File: config.mk
export PLATFORM = sky130hd
export DESIGN_NAME = alu_share_arbiter_flat
export DESIGN_NICKNAME = d
export VERILOG_FILES = /design/src/rtl/alu_share_arbiter_if.sv /design/src/rtl/alu_share_arbiter.sv /design/src/flat_wrapper.sv
export SDC_FILE = /design/constraint.sdc
export NUM_CORES = 1
export LEC_CHECK = 0
export CORE_AREA = 2 2 130 132
export DETAILED_ROUTE_END_ITERATION = 12
export DIE_AREA = 0 0 132 134
export GPL_TIMING_DRIVEN = 0
export HOLD_SLACK_MARGIN = 0.03
export MAX_ROUTING_LAYER = met4
export PLACE_DENSITY = 0.65
export RECOVER_POWER = 100
export SLEW_MARGIN = 5
export SYNTH_ARGS = -nofsm -noshare
export SYNTH_HDL_FRONTEND = slang
export SYNTH_SLANG_ARGS = --single-unit
export TNS_END_PERCENT = 20
File: constraint.sdc
create_clock -name clk -period 1.7 [get_ports clk]
set_clock_uncertainty 0.1 [all_clocks]
set_input_delay 0.255 -clock clk [delete_from_list [all_inputs] [get_ports clk]]
set_output_delay 0.255 -clock clk [all_outputs]
set_load 0.1 [all_outputs]
File: src/rtl/alu_share_arbiter_if.sv
// Request, response and ALU-port bundle for the shared ALU arbiter.
// The slave modport is the arbiter side; master is the issue logic, consumers and ALU.
interface alu_share_arbiter_if #(
  parameter int TAG_W = 4
);
  logic             p0_valid, p1_valid;
  logic             p0_ready, p1_ready;
  logic [31:0]      p0_op1, p0_op2, p1_op1, p1_op2;
  logic [3:0]       p0_ctrl, p1_ctrl;
  logic [TAG_W-1:0] p0_tag, p1_tag;

  logic [31:0]      alu_op1, alu_op2;
  logic [3:0]       alu_ctrl;
  logic [31:0]      alu_result;
  logic             alu_zero, alu_sign, alu_branch_u;

  logic             r0_valid, r1_valid;
  logic             r0_ready, r1_ready;
  logic [31:0]      r0_result, r1_result;
  logic [2:0]       r0_flags, r1_flags;
  logic [TAG_W-1:0] r0_tag, r1_tag;

  modport slave (
    input  p0_valid, p1_valid, p0_op1, p0_op2, p1_op1, p1_op2,
    input  p0_ctrl, p1_ctrl, p0_tag, p1_tag,
    output p0_ready, p1_ready,
    output alu_op1, alu_op2, alu_ctrl,
    input  alu_result, alu_zero, alu_sign, alu_branch_u,
    output r0_valid, r1_valid, r0_result, r1_result,
    output r0_flags, r1_flags, r0_tag, r1_tag,
    input  r0_ready, r1_ready
  );

  modport master (
    output p0_valid, p1_valid, p0_op1, p0_op2, p1_op1, p1_op2,
    output p0_ctrl, p1_ctrl, p0_tag, p1_tag,
    input  p0_ready, p1_ready,
    input  alu_op1, alu_op2, alu_ctrl,
    output alu_result, alu_zero, alu_sign, alu_branch_u,
    input  r0_valid, r1_valid, r0_result, r1_result,
    input  r0_flags, r1_flags, r0_tag, r1_tag,
    output r0_ready, r1_ready
  );
endinterface

File: src/rtl/alu_share_arbiter.sv
// Two-requester arbiter in front of the single combinational RV32I ALU: steers one
// granted request per cycle onto the ALU and returns its result one cycle later.
module alu_share_arbiter #(
  parameter int TAG_W      = 4,
  parameter int FIXED_PRIO = 0,
  parameter int STARVE_MAX = 3
) (
  input logic                 clk,
  input logic                 rst_n,
  alu_share_arbiter_if.slave  bus
);

  localparam logic [3:0] STARVE_LIM = 4'(STARVE_MAX);

  logic [1:0]       req_vld_p0;
  logic [1:0]       rsp_rdy_p0;
  logic [1:0]       elig_p0;
  logic [1:0]       gnt_p0;
  logic             tie_p1_p0;
  logic [TAG_W-1:0] req_tag_p0 [2];
  logic [2:0]       alu_flags_p0;

  logic             last_p1;
  logic [3:0]       starve_cnt;

  logic [1:0]       rsp_vld_p1;
  logic [31:0]      rsp_res_p1 [2];
  logic [2:0]       rsp_flg_p1 [2];
  logic [TAG_W-1:0] rsp_tag_p1 [2];

  function automatic logic [3:0] sat_inc(input logic [3:0] v, input logic [3:0] lim);
    return (v >= lim) ? lim : v + 4'd1;
  endfunction

  function automatic logic [2:0] pack_flags(input logic bu, input logic sgn, input logic zro);
    return {bu, sgn, zro};
  endfunction

  // ---- stage 0: eligibility, grant and ALU steering (combinational) ----
  assign req_vld_p0    = {bus.p1_valid, bus.p0_valid};
  assign rsp_rdy_p0    = {bus.r1_ready, bus.r0_ready};
  assign req_tag_p0[0] = bus.p0_tag;
  assign req_tag_p0[1] = bus.p1_tag;
  assign alu_flags_p0  = pack_flags(bus.alu_branch_u, bus.alu_sign, bus.alu_zero);

  always_comb begin
    // A slot being drained this cycle counts as free, so it can be refilled at once.
    elig_p0 = req_vld_p0 & (~rsp_vld_p1 | rsp_rdy_p0);
    if (FIXED_PRIO != 0) tie_p1_p0 = (starve_cnt == STARVE_LIM);
    else                 tie_p1_p0 = ~last_p1;
    gnt_p0[0] = elig_p0[0] & ~(elig_p0[1] &  tie_p1_p0);
    gnt_p0[1] = elig_p0[1] & ~(elig_p0[0] & ~tie_p1_p0);
  end

  assign bus.p0_ready = gnt_p0[0];
  assign bus.p1_ready = gnt_p0[1];

  always_comb begin
    bus.alu_op1  = '0;
    bus.alu_op2  = '0;
    bus.alu_ctrl = '0;
    if (gnt_p0[0]) begin
      bus.alu_op1  = bus.p0_op1;
      bus.alu_op2  = bus.p0_op2;
      bus.alu_ctrl = bus.p0_ctrl;
    end else if (gnt_p0[1]) begin
      bus.alu_op1  = bus.p1_op1;
      bus.alu_op2  = bus.p1_op2;
      bus.alu_ctrl = bus.p1_ctrl;
    end
  end

  always_ff @(posedge clk or negedge rst_n) begin
    if (!rst_n)             last_p1 <= 1'b1;
    else if (|gnt_p0)       last_p1 <= gnt_p0[1];
  end

  always_ff @(posedge clk or negedge rst_n) begin
    if (!rst_n)                                           starve_cnt <= '0;
    else if ((FIXED_PRIO == 0) || !elig_p0[1] || gnt_p0[1]) starve_cnt <= '0;
    else                                                  starve_cnt <= sat_inc(starve_cnt, STARVE_LIM);
  end

  // ---- stage 1: per-requester response registers ----
  always_ff @(posedge clk or negedge rst_n) begin
    if (!rst_n) begin
      rsp_vld_p1 <= '0;
      for (int i = 0; i < 2; i++) begin
        rsp_res_p1[i] <= '0;
        rsp_flg_p1[i] <= '0;
        rsp_tag_p1[i] <= '0;
      end
    end else begin
      for (int i = 0; i < 2; i++) begin
        if (gnt_p0[i]) begin
          rsp_vld_p1[i] <= 1'b1;
          rsp_res_p1[i] <= bus.alu_result;
          rsp_flg_p1[i] <= alu_flags_p0;
          rsp_tag_p1[i] <= req_tag_p0[i];
        end else if (rsp_rdy_p0[i]) begin
          rsp_vld_p1[i] <= 1'b0;
        end
      end
    end
  end

  assign bus.r0_valid  = rsp_vld_p1[0];
  assign bus.r1_valid  = rsp_vld_p1[1];
  assign bus.r0_result = rsp_res_p1[0];
  assign bus.r1_result = rsp_res_p1[1];
  assign bus.r0_flags  = rsp_flg_p1[0];
  assign bus.r1_flags  = rsp_flg_p1[1];
  assign bus.r0_tag    = rsp_tag_p1[0];
  assign bus.r1_tag    = rsp_tag_p1[1];

endmodule

File: src/flat_wrapper.sv
// flat-port wrapper written by rule: the top's interface ports become plain ports
module alu_share_arbiter_flat 
#(
  parameter int TAG_W      = 4,
  parameter int FIXED_PRIO = 0,
  parameter int STARVE_MAX = 3
)
  (clk, rst_n, bus_p0_valid, bus_p1_valid, bus_p0_op1, bus_p0_op2, bus_p1_op1, bus_p1_op2, bus_p0_ctrl, bus_p1_ctrl, bus_p0_tag, bus_p1_tag, bus_p0_ready, bus_p1_ready, bus_alu_op1, bus_alu_op2, bus_alu_ctrl, bus_alu_result, bus_alu_zero, bus_alu_sign, bus_alu_branch_u, bus_r0_valid, bus_r1_valid, bus_r0_result, bus_r1_result, bus_r0_flags, bus_r1_flags, bus_r0_tag, bus_r1_tag, bus_r0_ready, bus_r1_ready);
  alu_share_arbiter_if #(.TAG_W(TAG_W)) bus_i ();
  input logic clk;
  input logic rst_n;
  input wire logic [$bits(bus_i.p0_valid)-1:0] bus_p0_valid;
  input wire logic [$bits(bus_i.p1_valid)-1:0] bus_p1_valid;
  input wire logic [$bits(bus_i.p0_op1)-1:0] bus_p0_op1;
  input wire logic [$bits(bus_i.p0_op2)-1:0] bus_p0_op2;
  input wire logic [$bits(bus_i.p1_op1)-1:0] bus_p1_op1;
  input wire logic [$bits(bus_i.p1_op2)-1:0] bus_p1_op2;
  input wire logic [$bits(bus_i.p0_ctrl)-1:0] bus_p0_ctrl;
  input wire logic [$bits(bus_i.p1_ctrl)-1:0] bus_p1_ctrl;
  input wire logic [$bits(bus_i.p0_tag)-1:0] bus_p0_tag;
  input wire logic [$bits(bus_i.p1_tag)-1:0] bus_p1_tag;
  output wire logic [$bits(bus_i.p0_ready)-1:0] bus_p0_ready;
  output wire logic [$bits(bus_i.p1_ready)-1:0] bus_p1_ready;
  output wire logic [$bits(bus_i.alu_op1)-1:0] bus_alu_op1;
  output wire logic [$bits(bus_i.alu_op2)-1:0] bus_alu_op2;
  output wire logic [$bits(bus_i.alu_ctrl)-1:0] bus_alu_ctrl;
  input wire logic [$bits(bus_i.alu_result)-1:0] bus_alu_result;
  input wire logic [$bits(bus_i.alu_zero)-1:0] bus_alu_zero;
  input wire logic [$bits(bus_i.alu_sign)-1:0] bus_alu_sign;
  input wire logic [$bits(bus_i.alu_branch_u)-1:0] bus_alu_branch_u;
  output wire logic [$bits(bus_i.r0_valid)-1:0] bus_r0_valid;
  output wire logic [$bits(bus_i.r1_valid)-1:0] bus_r1_valid;
  output wire logic [$bits(bus_i.r0_result)-1:0] bus_r0_result;
  output wire logic [$bits(bus_i.r1_result)-1:0] bus_r1_result;
  output wire logic [$bits(bus_i.r0_flags)-1:0] bus_r0_flags;
  output wire logic [$bits(bus_i.r1_flags)-1:0] bus_r1_flags;
  output wire logic [$bits(bus_i.r0_tag)-1:0] bus_r0_tag;
  output wire logic [$bits(bus_i.r1_tag)-1:0] bus_r1_tag;
  input wire logic [$bits(bus_i.r0_ready)-1:0] bus_r0_ready;
  input wire logic [$bits(bus_i.r1_ready)-1:0] bus_r1_ready;
  assign bus_i.p0_valid = bus_p0_valid;
  assign bus_i.p1_valid = bus_p1_valid;
  assign bus_i.p0_op1 = bus_p0_op1;
  assign bus_i.p0_op2 = bus_p0_op2;
  assign bus_i.p1_op1 = bus_p1_op1;
  assign bus_i.p1_op2 = bus_p1_op2;
  assign bus_i.p0_ctrl = bus_p0_ctrl;
  assign bus_i.p1_ctrl = bus_p1_ctrl;
  assign bus_i.p0_tag = bus_p0_tag;
  assign bus_i.p1_tag = bus_p1_tag;
  assign bus_p0_ready = bus_i.p0_ready;
  assign bus_p1_ready = bus_i.p1_ready;
  assign bus_alu_op1 = bus_i.alu_op1;
  assign bus_alu_op2 = bus_i.alu_op2;
  assign bus_alu_ctrl = bus_i.alu_ctrl;
  assign bus_i.alu_result = bus_alu_result;
  assign bus_i.alu_zero = bus_alu_zero;
  assign bus_i.alu_sign = bus_alu_sign;
  assign bus_i.alu_branch_u = bus_alu_branch_u;
  assign bus_r0_valid = bus_i.r0_valid;
  assign bus_r1_valid = bus_i.r1_valid;
  assign bus_r0_result = bus_i.r0_result;
  assign bus_r1_result = bus_i.r1_result;
  assign bus_r0_flags = bus_i.r0_flags;
  assign bus_r1_flags = bus_i.r1_flags;
  assign bus_r0_tag = bus_i.r0_tag;
  assign bus_r1_tag = bus_i.r1_tag;
  assign bus_i.r0_ready = bus_r0_ready;
  assign bus_i.r1_ready = bus_r1_ready;
  alu_share_arbiter #(.TAG_W(TAG_W), .FIXED_PRIO(FIXED_PRIO), .STARVE_MAX(STARVE_MAX)) u_core (.clk(clk), .rst_n(rst_n), .bus(bus_i));
endmodule
==> impl_metrics.yaml <==
timing:
  slew_viol_final: 0
  finalSetupViolCount: 130
  slew_headroom: 0.311
  rsz0062_at_grt: "yes"
  worst_slew_pin_slew_ns: 1.04
  period_share: 1.36
  worst_hold_slack_ns: 0.373
  finalHoldViolCount: 0
  fin_ws_ns: -0.617
  fmax_ghz: 0.432
  min_period_ns: 2.32
worst_setup_path:
  reg2reg_setup_slack_ns: -0.24
  cp_common_cell: "buf_12"
  crit_path_cell_trace: "nor2b_4, o211ai_4, inv_2, buf_12, clkbuf_16, a22o_4, buf_12"
  cp_max_fo: 10
  endpoint: "bus_alu_op1[17]"
  cpPeakStageDelay_ns: 0.47
  start_kind: "flip-flop"
  setup.worst_path.start: "u_core.rsp_vld_p1[1]$_DFFE_PN0P_"
  cp-end-kind: "primary output"
  cp_data_required_time_ns: 1.34
  worstSetupPathType: "reg2out"
  rr_startpoint: "u_core.rsp_vld_p1[1]$_DFFE_PN0P_"
  critPathArrivalTime_ns: 1.96
  cpMaxStageDelayCell: "dfrtp_4"
  timing.rr.end: "u_core.bus.r1_result[20]$_DFFE_PN0P_"
  worst-r2r-cell-count: 6
final_layout:
  drive_gt1_frac: 0.564
  finalCoreUtilization: 0.548
  fill_cells: 1377
  fin_area_um2: 8930
  fin_cells: 841
  area_growth_syn_to_layout_pct: 139
  nets: 797
power:
  power_leakage_uw: 0.00388
  intPower_uw: 6440
  p_sw_frac: 0.552
  combPwrFrac: 0.674
  power.density_nw_per_um2: 1610
  p_seq_frac: 0.190
  p_clk_frac: 0.137
  irDropWorstVdd_uv: 1240
  switching_power_uw: 7930
route:
  ant_nets: 0
  avgRoutedWirePerCell_um: 20.8
  drt_iter0_markers: 71
  drt-pass1-iter-count: 4
  via_per_inst: 4.46
  drcViolationCount: 0
  vias: 3748
  wirelength_um: 17500
logic_synthesis:
  synthTopCellsByArea: "dfrtp_1, mux2_2, a22o_1"
  synth_nets: 446
  synthArstFlopShare: 1.00
  synth_edf_count: 0
  synthTopCellsByCount: "dfrtp_1, mux2_2, a22o_1"
  synth_cell_types: 18
  yosysMostFrequentCell: "dfrtp_1"
  ys_seq_elements: 81
  synth.avg_cell_area_um2: 14.3
  syn_inst: 261
  synthFlopType: "dfrtp_1"
  ys_seq_area_frac: 0.542
  synth_top_cell_area_share: 0.535
  yosysTopAreaCell: "dfrtp_1"
  ys_warn_count: 0
  netlist_area_um2: 3740
global_routing:
  gr-usage-met1: 0.215
  grt_use_total: 0.198
  grt_pass1_wl_um: 25800
  grt_pass1_vias: 4266
  grt-ovfl-total: 0
  grt_busiest_layer: "met2"
  gr-usage-met3: 0.0642
  grt_max_degree: 59
  antenna_found_initial: 4
  gr-usage-met2: 0.340
clocking:
  h-tree-depth: 3
  cts_num_sinks: 81
  path_clk_slew_ns: 0.06
  root_buffer: "clkbuf_16"
  tritoncts: "done"
  clock_latency_ns: 0.33
  cts_buffer_depth: 2
  numCtsBuffers: 9
floorplanning:
  dieHeight_um: 134
  pin_count: 335
  initial_core_util: 0.230
  die_w_um: 132
  dieArea_um2: 17700
  rows: 47
  core_area_um2: 16300
outcome:
  status: "complete, but fails checks"
  violations: "setup timing"
placed_design:
  placed_area_um2: 8090
  io_buffer_count: 334
  gp_congestion: 0.899
  dp_hpwl_um: 14000
  dp_cells: 816
hold_path:
  min_path_type: "in2async"
job:
  drv_cap: 0
worst max-delay path: cells and delay by family (launching register included):
| family | cells | cell delay (ns) |
|---|---|---|
| AOI/OAI and AO/OA | 2 | 0.43 |
| buffers and inverters | 4 | 0.57 |
| DFF | 1 | 0.47 |
| and+or+nand+nor | 1 | 0.15 |
final cells by class:
cell class | instances | area, um2 | area share
repair buffers | 340 | 3770 | 0.422
well taps | 220 | 275 | 0.0308
flip-flops and latches | 81 | 2040 | 0.228
clock inverters | 4 | 51.3 | 0.00574
plain buffers | 23 | 357 | 0.0399
multi-input cells | 155 | 2170 | 0.243
clock buffers | 12 | 256 | 0.0287
inverters | 2 | 7.51 | 0.000840
diodes | 4 | 10.0 | 0.00112
layer usage:
metal / vias to the layer above / wire length, um
met5: - / 0
met4: 0 / 404
met3: 27 / 1390
met2: 185 / 9120
met1: 1823 / 6620
li1: 1713 / -
registers in the layout, summed over array words and instances, names as in the netlist:
name / flops
u_core.bus.r0_flags: 3
u_core.bus.r0_result: 32
u_core.bus.r0_tag: 4
u_core.bus.r1_flags: 3
u_core.bus.r1_result: 32
u_core.bus.r1_tag: 4
u_core.last_p1: 1
u_core.rsp_vld_p1: 2
power by group through the flow:
stage / Combinational, uW / Sequential [uW] / Clock [uW]
after floorplan: 3300 / 6480 / 0
after global placement: 9320 / 2730 / 0
after detailed placement: 9370 / 2750 / 0
after CTS: 9850 / 2730 / 2040
after global routing: 9910 / 2790 / 2120
final: 9680 / 2720 / 1970
kinds of logic (layout without fill, tap and decap cells):
logic type / Yosys count / count (layout) / synth area share
DFF: 81 / 81 / 0.542
muxes: 78 / 78 / 0.236
AOI/OAI and AO/OA: 71 / 71 / 0.169
buffers and inverters: 25 / 381 / 0.0401
and+or+nand+nor: 6 / 6 / 0.0134
other: 0 / 4 / 0
placed cells by master (no fill, tap or decap), drive strengths merged:
cell,n
clkdlybuf4s50,183
buf,97
dfrtp,80
mux2,78
a22o,68
clkbuf,66
clkdlybuf4s15,27
diode,4
nand2b,2
nand2,2
inv,2
clkinv,2
nor2b,1
a311oi,1
o211ai,1
or2,1
o2bb2ai,1
bufinv,1
clkinvlp,1
dlygate4sd3,1
dlygate4sd2,1
dfstp,1
worst min-delay path by stage:
stage	depth (start not counted)	end	from
4_1_cts	2	u_core.bus.r0_result[9]$_DFFE_PN0P_	rst_n
3_5_place_dp	1	u_core.bus.r0_result[9]$_DFFE_PN0P_	rst_n
6_report	2	u_core.bus.r0_result[9]$_DFFE_PN0P_	rst_n
3_3_place_gp	1	u_core.last_p1$_DFFE_PN1P_	u_core.last_p1$_DFFE_PN1P_
2_1_floorplan	0	u_core.bus.r0_flags[0]$_DFFE_PN0P_	rst_n
5_1_grt	1	u_core.bus.r0_flags[1]$_DFFE_PN0P_	u_core.bus.r0_flags[1]$_DFFE_PN0P_
per-stage QoR:
stage | setup slack (ns) | power [uW] | setup TNS, ns
finish | -0.617 | 14400 | -51.78
global route | -0.674 | 14800 | -59.73
CTS | -0.677 | 14600 | -86.63
detailed placement | -1.65 | 12100 | -155.02
global placement | -3.03 | 12000 | -354.19
floorplan | -0.448 | 9780 | -41.87
repair_timing:
action	in CTS	in global routing
hold buffers	1	0
endpoints found under the setup margin	222	192
setup buffers	3	1
resized for setup	682	156
hold endpoints to repair	23	0
pin swaps	3	0
gates cloned	0	0
(Power assumes the default switching activity.)
==> RTL edit 1: new RTL, config.mk and constraints unchanged <==
Make the reset (`rst_n`) synchronous in 3 clocked blocks.
--- a/src/rtl/alu_share_arbiter.sv
+++ b/src/rtl/alu_share_arbiter.sv
@@ -72,3 +72,3 @@
 
-  always_ff @(posedge clk or negedge rst_n) begin
+  always_ff @(posedge clk) begin
     if (!rst_n)             last_p1 <= 1'b1;
@@ -77,3 +77,3 @@
 
-  always_ff @(posedge clk or negedge rst_n) begin
+  always_ff @(posedge clk) begin
     if (!rst_n)                                           starve_cnt <= '0;
@@ -84,3 +84,3 @@
   // ---- stage 1: per-requester response registers ----
-  always_ff @(posedge clk or negedge rst_n) begin
+  always_ff @(posedge clk) begin
     if (!rst_n) begin
Check against the original RTL: differs if rst_n is asserted again (counterexample within 4 cycles, from zero or initial values and one cycle with rst_n low); with rst_n held inactive, the same outputs for 10 cycles.
==> RTL edit 1 against the unedited design <==
  * The run still ends with negative setup slack left
  * Sequential cell count did not move
  * Synthesized cell count fell by 11%
  * Final area fell by 6.4%
  * Synthesized area fell by 5.4%
  * Critical path depth fell by 1
  * Setup slack improved by 0.20 ns
  * Wire length fell by 7.3%
  * Core utilization fell by 3.5 points
  * Via count fell by 7.6%
  * Critical endpoint is now bus_alu_op2[3]
  * Highest routed layer unchanged
Power is not compared: it rests on default switching activity, and its combinational part moved more than twofold at a synthesized area within 25%.
==> RTL edit 1: results (changes against the unedited design) <==
| Metric | Value |
|---|---|
| Share of layout cells above drive strength 1 | 45.0% (-11 points) |
| Gr usage total | 18.6% (-1.2 points) |
| Drt pass-1 iters | 4 (unchanged) |
| Vias per cell | 4.28 (-3.9%) |
| Post-synthesis sequential area ratio | 67.8% (+14 points) |
| Critical Path End | bus_alu_op2[3] |
| Slowest stage delay, CP | 0.34 ns (-0.13 ns) |
| Synth Area in Adders | 0% (unchanged) |
| # nets final | 764 (-4.1%) |
| Slew margin rel. | 32.4% (+1.3 points) |
| Most frequent cells after synthesis | edfxtp_1 (78), a22o_1 (68), and2_1 (43) |
| Reg2Reg Depth | 5 (-1) |
| Initial antenna violation count | 5 (+1) |
| Vias | 3464 (-7.6%) |
| Post-Route WL | 16.3 mm (-7.3%) |
| Dpl cells | 786 (-3.7%) |
| Worst Setup SP | u_core.rsp_vld_p1[1]$_SDFFE_PN0P_ |
| Ys async rst share | 0% (-100 points) |
| Status | finished, violations left |
| Worst hold path class | input pin to register |
| Clk buf depth | 2 (unchanged) |
| Violated checks | negative setup slack |
| First-pass GRT wire length | 23.7 mm (-8.0%) |
| Synth top area cells | edfxtp_1 (66%), a22o_1 (17%), and2_1 (7.6%), buf_6 (2.2%), dfxtp_1 (1.7%) |
| Worst vdd ir | 489 uV |
| Final GP Congestion | 0.942 (+4.8%) |
| Largest registers | u_core.rsp_res_p1: 64 flops, u_core.rsp_tag_p1: 8 flops, u_core.rsp_flg_p1: 6 flops |
| Fill cell count | 1384 (+0.51%) |
| CP max stage cell | dfxtp_4 |
| Post-synth EDFFs | 78 (+78) |
| Worst skew pair latency | 0.33 ns (about the same) |
| RR Endpoint | u_core.rsp_res_p1[0][18]$_DFFE_PP_ |
| Synth cell types | 21 (+3) |
| Post-Place Cell Area | 7370 um2 (-8.8%) |
| Synth warn | 0 (unchanged) |
| Syn Area/Cell | 15.3 um2 (+6.4%) |
| Compound-Gate Fraction of Synth Area | 18.5% (+1.5 points) |
| IO buf count | 334 (unchanged) |
| Detailed Route Iter0 Violations | 104 (+46%) |
| Reg clk slew, reported paths | 0.06 ns (about the same) |
| Multiplexer share of the synthesized area | 0% (-24 points) |
| Mapped Nets | 417 (-6.5%) |
| Predominant post-synthesis flop cell | edfxtp_1 |
| Largest net degree at the start of global routing | 40 (-32%) |
| Vias in the first global route | 3839 (-10%) |
| Depth of the CTS H-tree | 3 (unchanged) |
| Crit Path Max Fanout | 10 (unchanged) |
| Crit path DAT | 1.77 ns (-0.19 ns) |
| Final worst slack | -0.420 ns (+0.196 ns) |
| Setup-failing EPs final | 224 (+72%) |
| Pre-CTS WS | -1.84 ns (-0.189 ns) |
| Dpl hpwl | 12.9 mm (-7.6%) |
| R2R setup slack | -0.34 ns (-0.10 ns) |
[RTL edit 1: how the worst min path moves through the flow]
stage	slack (ns)	to	start
2_1_floorplan	0.24	u_core.last_p1$_SDFFE_PN1P_	rst_n
3_3_place_gp	0.40	u_core.last_p1$_SDFFE_PN1P_	u_core.last_p1$_SDFFE_PN1P_
3_5_place_dp	0.41	u_core.last_p1$_SDFFE_PN1P_	u_core.last_p1$_SDFFE_PN1P_
4_1_cts	0.31	u_core.rsp_vld_p1[0]$_SDFFE_PN0P_	bus_p0_valid
5_1_grt	0.35	u_core.rsp_vld_p1[0]$_SDFFE_PN0P_	bus_p0_valid
6_report	0.31	u_core.rsp_vld_p1[0]$_SDFFE_PN0P_	bus_p0_valid
[RTL edit 1: routing by layer]
layer | GRT usage (%) | part of all wire, % | wire length [um]
met1 | 18.1 | 34 | 5510
met2 | 33.8 | 54 | 8840
met3 | 6.88 | 9.1 | 1470
met4 | 6.82 | 2.6 | 425
met5 | - | 0 | 0
[RTL edit 1: where the power goes]
group          switching (W)  internal [W]  total [W]  leakage, nW
clock network       0.000743       0.00158    0.00233        0.178
logic                0.00329       0.00151    0.00480         2.44
registers          0.0000546       0.00242    0.00247        0.859
[RTL edit 1: critical path: cells and delay by family (launching register included)]
kind | cells | cell delay [ns]
AOI/OAI and AO/OA | 2 | 0.48
buffers and inverters | 3 | 0.47
DFF | 1 | 0.34
and+or+nand+nor | 1 | 0.14
[RTL edit 1: final cells by class]
type	count	share of cell area, %
diodes	5	0.150
clock inverters	7	1.69
flip-flops and latches	81	28.8
clock buffers	9	2.69
repair buffers	336	44.6
well taps	220	3.29
multi-input cells	130	15.8
plain buffers	19	2.78
inverters	2	0.0898
[RTL edit 1: logic make-up after synthesis]
kind of cell           Yosys count
AO/OA/AOI/OAI                   75
AND/OR/NAND/NOR                 55
flip-flops                      81
buffers and inverters           21
[RTL edit 1: repair_timing]
item	in CTS	in global routing
pin swaps	2	2
endpoints found under the setup margin	306	255
endpoints found under the hold margin	0	0
resized for setup	767	148
buffers inserted	2	0
[RTL edit 1: per-stage QoR]
| stage | setup TNS (ns) | hold WS (ns) | utilization (%) |
|---|---|---|---|
| 3_5_place_dp | -255.37 | 0.412 | 45.3 |
| 3_3_place_gp | -250.88 | 0.396 | 45.3 |
| 6_report | -58.56 | 0.313 | 51.3 |
| 2_1_floorplan | -61.35 | 0.241 | - |
| 4_1_cts | -70.78 | 0.311 | 52.4 |
| 5_1_grt | -83.79 | 0.346 | 51.3 |
==> RTL edit 2: new RTL, same flow settings <==
Without the edit above. `TAG_W` is set to 4 in 3 places; all go to 6.
--- a/src/rtl/alu_share_arbiter_if.sv
+++ b/src/rtl/alu_share_arbiter_if.sv
@@ -3,3 +3,3 @@
 interface alu_share_arbiter_if #(
-  parameter int TAG_W = 4
+  parameter int TAG_W = 6
 );
--- a/src/rtl/alu_share_arbiter.sv
+++ b/src/rtl/alu_share_arbiter.sv
@@ -3,3 +3,3 @@
 module alu_share_arbiter #(
-  parameter int TAG_W      = 4,
+  parameter int TAG_W      = 6,
   parameter int FIXED_PRIO = 0,
--- a/src/flat_wrapper.sv
+++ b/src/flat_wrapper.sv
@@ -3,3 +3,3 @@
 #(
-  parameter int TAG_W      = 4,
+  parameter int TAG_W      = 6,
   parameter int FIXED_PRIO = 0,
Interface: changed (resized bus_p0_tag, bus_p1_tag, bus_r0_tag and bus_r1_tag); port bits go from 335 to 343. No check against the original RTL was run, so the function may have changed too.
==> RTL edit 2 against the unedited design <==
  * The run still ends with negative setup slack left
  * Wire length up 20%
  * Sequential power up 6%
  * Final area up 8.3%
  * Synthesized area up 3.0%
  * Die area unchanged
  * First-iteration DRC count up 11%
  * Setup slack worse by 0.058 ns
  * Sequential share of layout area down 0.71 points
  * Combinational power up 8%
  * Sequential cell count up 4
  * Core utilization up 4.5 points
  * Power up 5.4%
  * Largest power group unchanged
  * Highest routed layer unchanged
==> RTL edit 2: results (changes against the unedited design) <==
| Metric | Value |
|---|---|
| Initial antenna violation count | 6 (+2) |
| Mapped Cells | 269 (+3.1%) |
| Cts repair resizes | 719 (+5.4%) |
| Detailed Route Iter0 Violations | 79 (+11%) |
| Non-Filler Instances | 879 (+4.5%) |
| Final std cell area, no fill | 9670 um2 (+8.3%) |
| Worst hold path class | register to register |
| Violated checks | negative setup slack |
| Vias in the first global route | 4350 (+2.0%) |
| Synth top area cells | dfrtp_1 (55%), mux2_2 (18%), a22o_1 (15%), mux2_1 (5.8%), buf_2 (1.8%) |
| Crit path DAT | 2.02 ns (+0.06 ns) |
| Multi-input gates | 159 (+2.6%) |
| FF+latch count, synth | 85 (+4.9%) |
| Post-synthesis sequential area ratio | 55.2% (+1.0 points) |
| Setup-failing EPs final | 145 (+12%) |
| Cell Int Power | 0.00676 W (+5.0%) |
| Crit Path Max Fanout | 6 (-4) |
| Slew margin rel. | 29.9% (-1.1 points) |
| Final worst slack | -0.674 ns (-0.0576 ns) |
| Setup TNS | -54.50 ns (-2.72 ns) |
| Worst vdd ir | 1180 uV (-5.2%) |
| Synth cell types | 19 (+1) |
| Gr usage total | 21.6% (+1.8 points) |
| Largest net degree at the start of global routing | 70 (+19%) |
| Dpl hpwl | 15.1 mm (+8.2%) |
| Status | finished, violations left |
| IO buf count | 342 (+2.4%) |
| Non-clk bufs | 391 (+7.7%) |
| Logic pwr share | 69.3% (+1.9 points) |
| Antenna Cells | 6 (+2) |
RTL edit 2: cell count changes in the layout (fill, tap and decap cells not counted), moves of 4 or more:
cell | unedited run | this run
mux2_4 | 1 | 38
clkdlybuf4s15_2 | 27 | 13
clkdlybuf4s50_1 | 183 | 187
mux2_2 | 77 | 43
clkbuf_2 | 52 | 69
dfrtp_1 | 78 | 82
clkbuf_16 | 10 | 17
buf_8 | 28 | 10
buf_12 | 57 | 82
RTL edit 2: routing by layer:
metal,vias up,global-route usage [%]
met5,-,-
li1,1792,-
met2,220,39.7
met4,0,8.88
met1,2020,20.9
met3,56,6.76
RTL edit 2: cell families (layout without fill, tap and decap cells):
family,after synthesis,in the layout,synth area share (%)
AND/OR/NAND/NOR,6,6,1.10
buffers and inverters,25,409,3.37
other,0,6,0
multiplexers,82,82,23.9
AO/OA/AOI/OAI,71,71,16.4
flip-flops,85,85,55.2
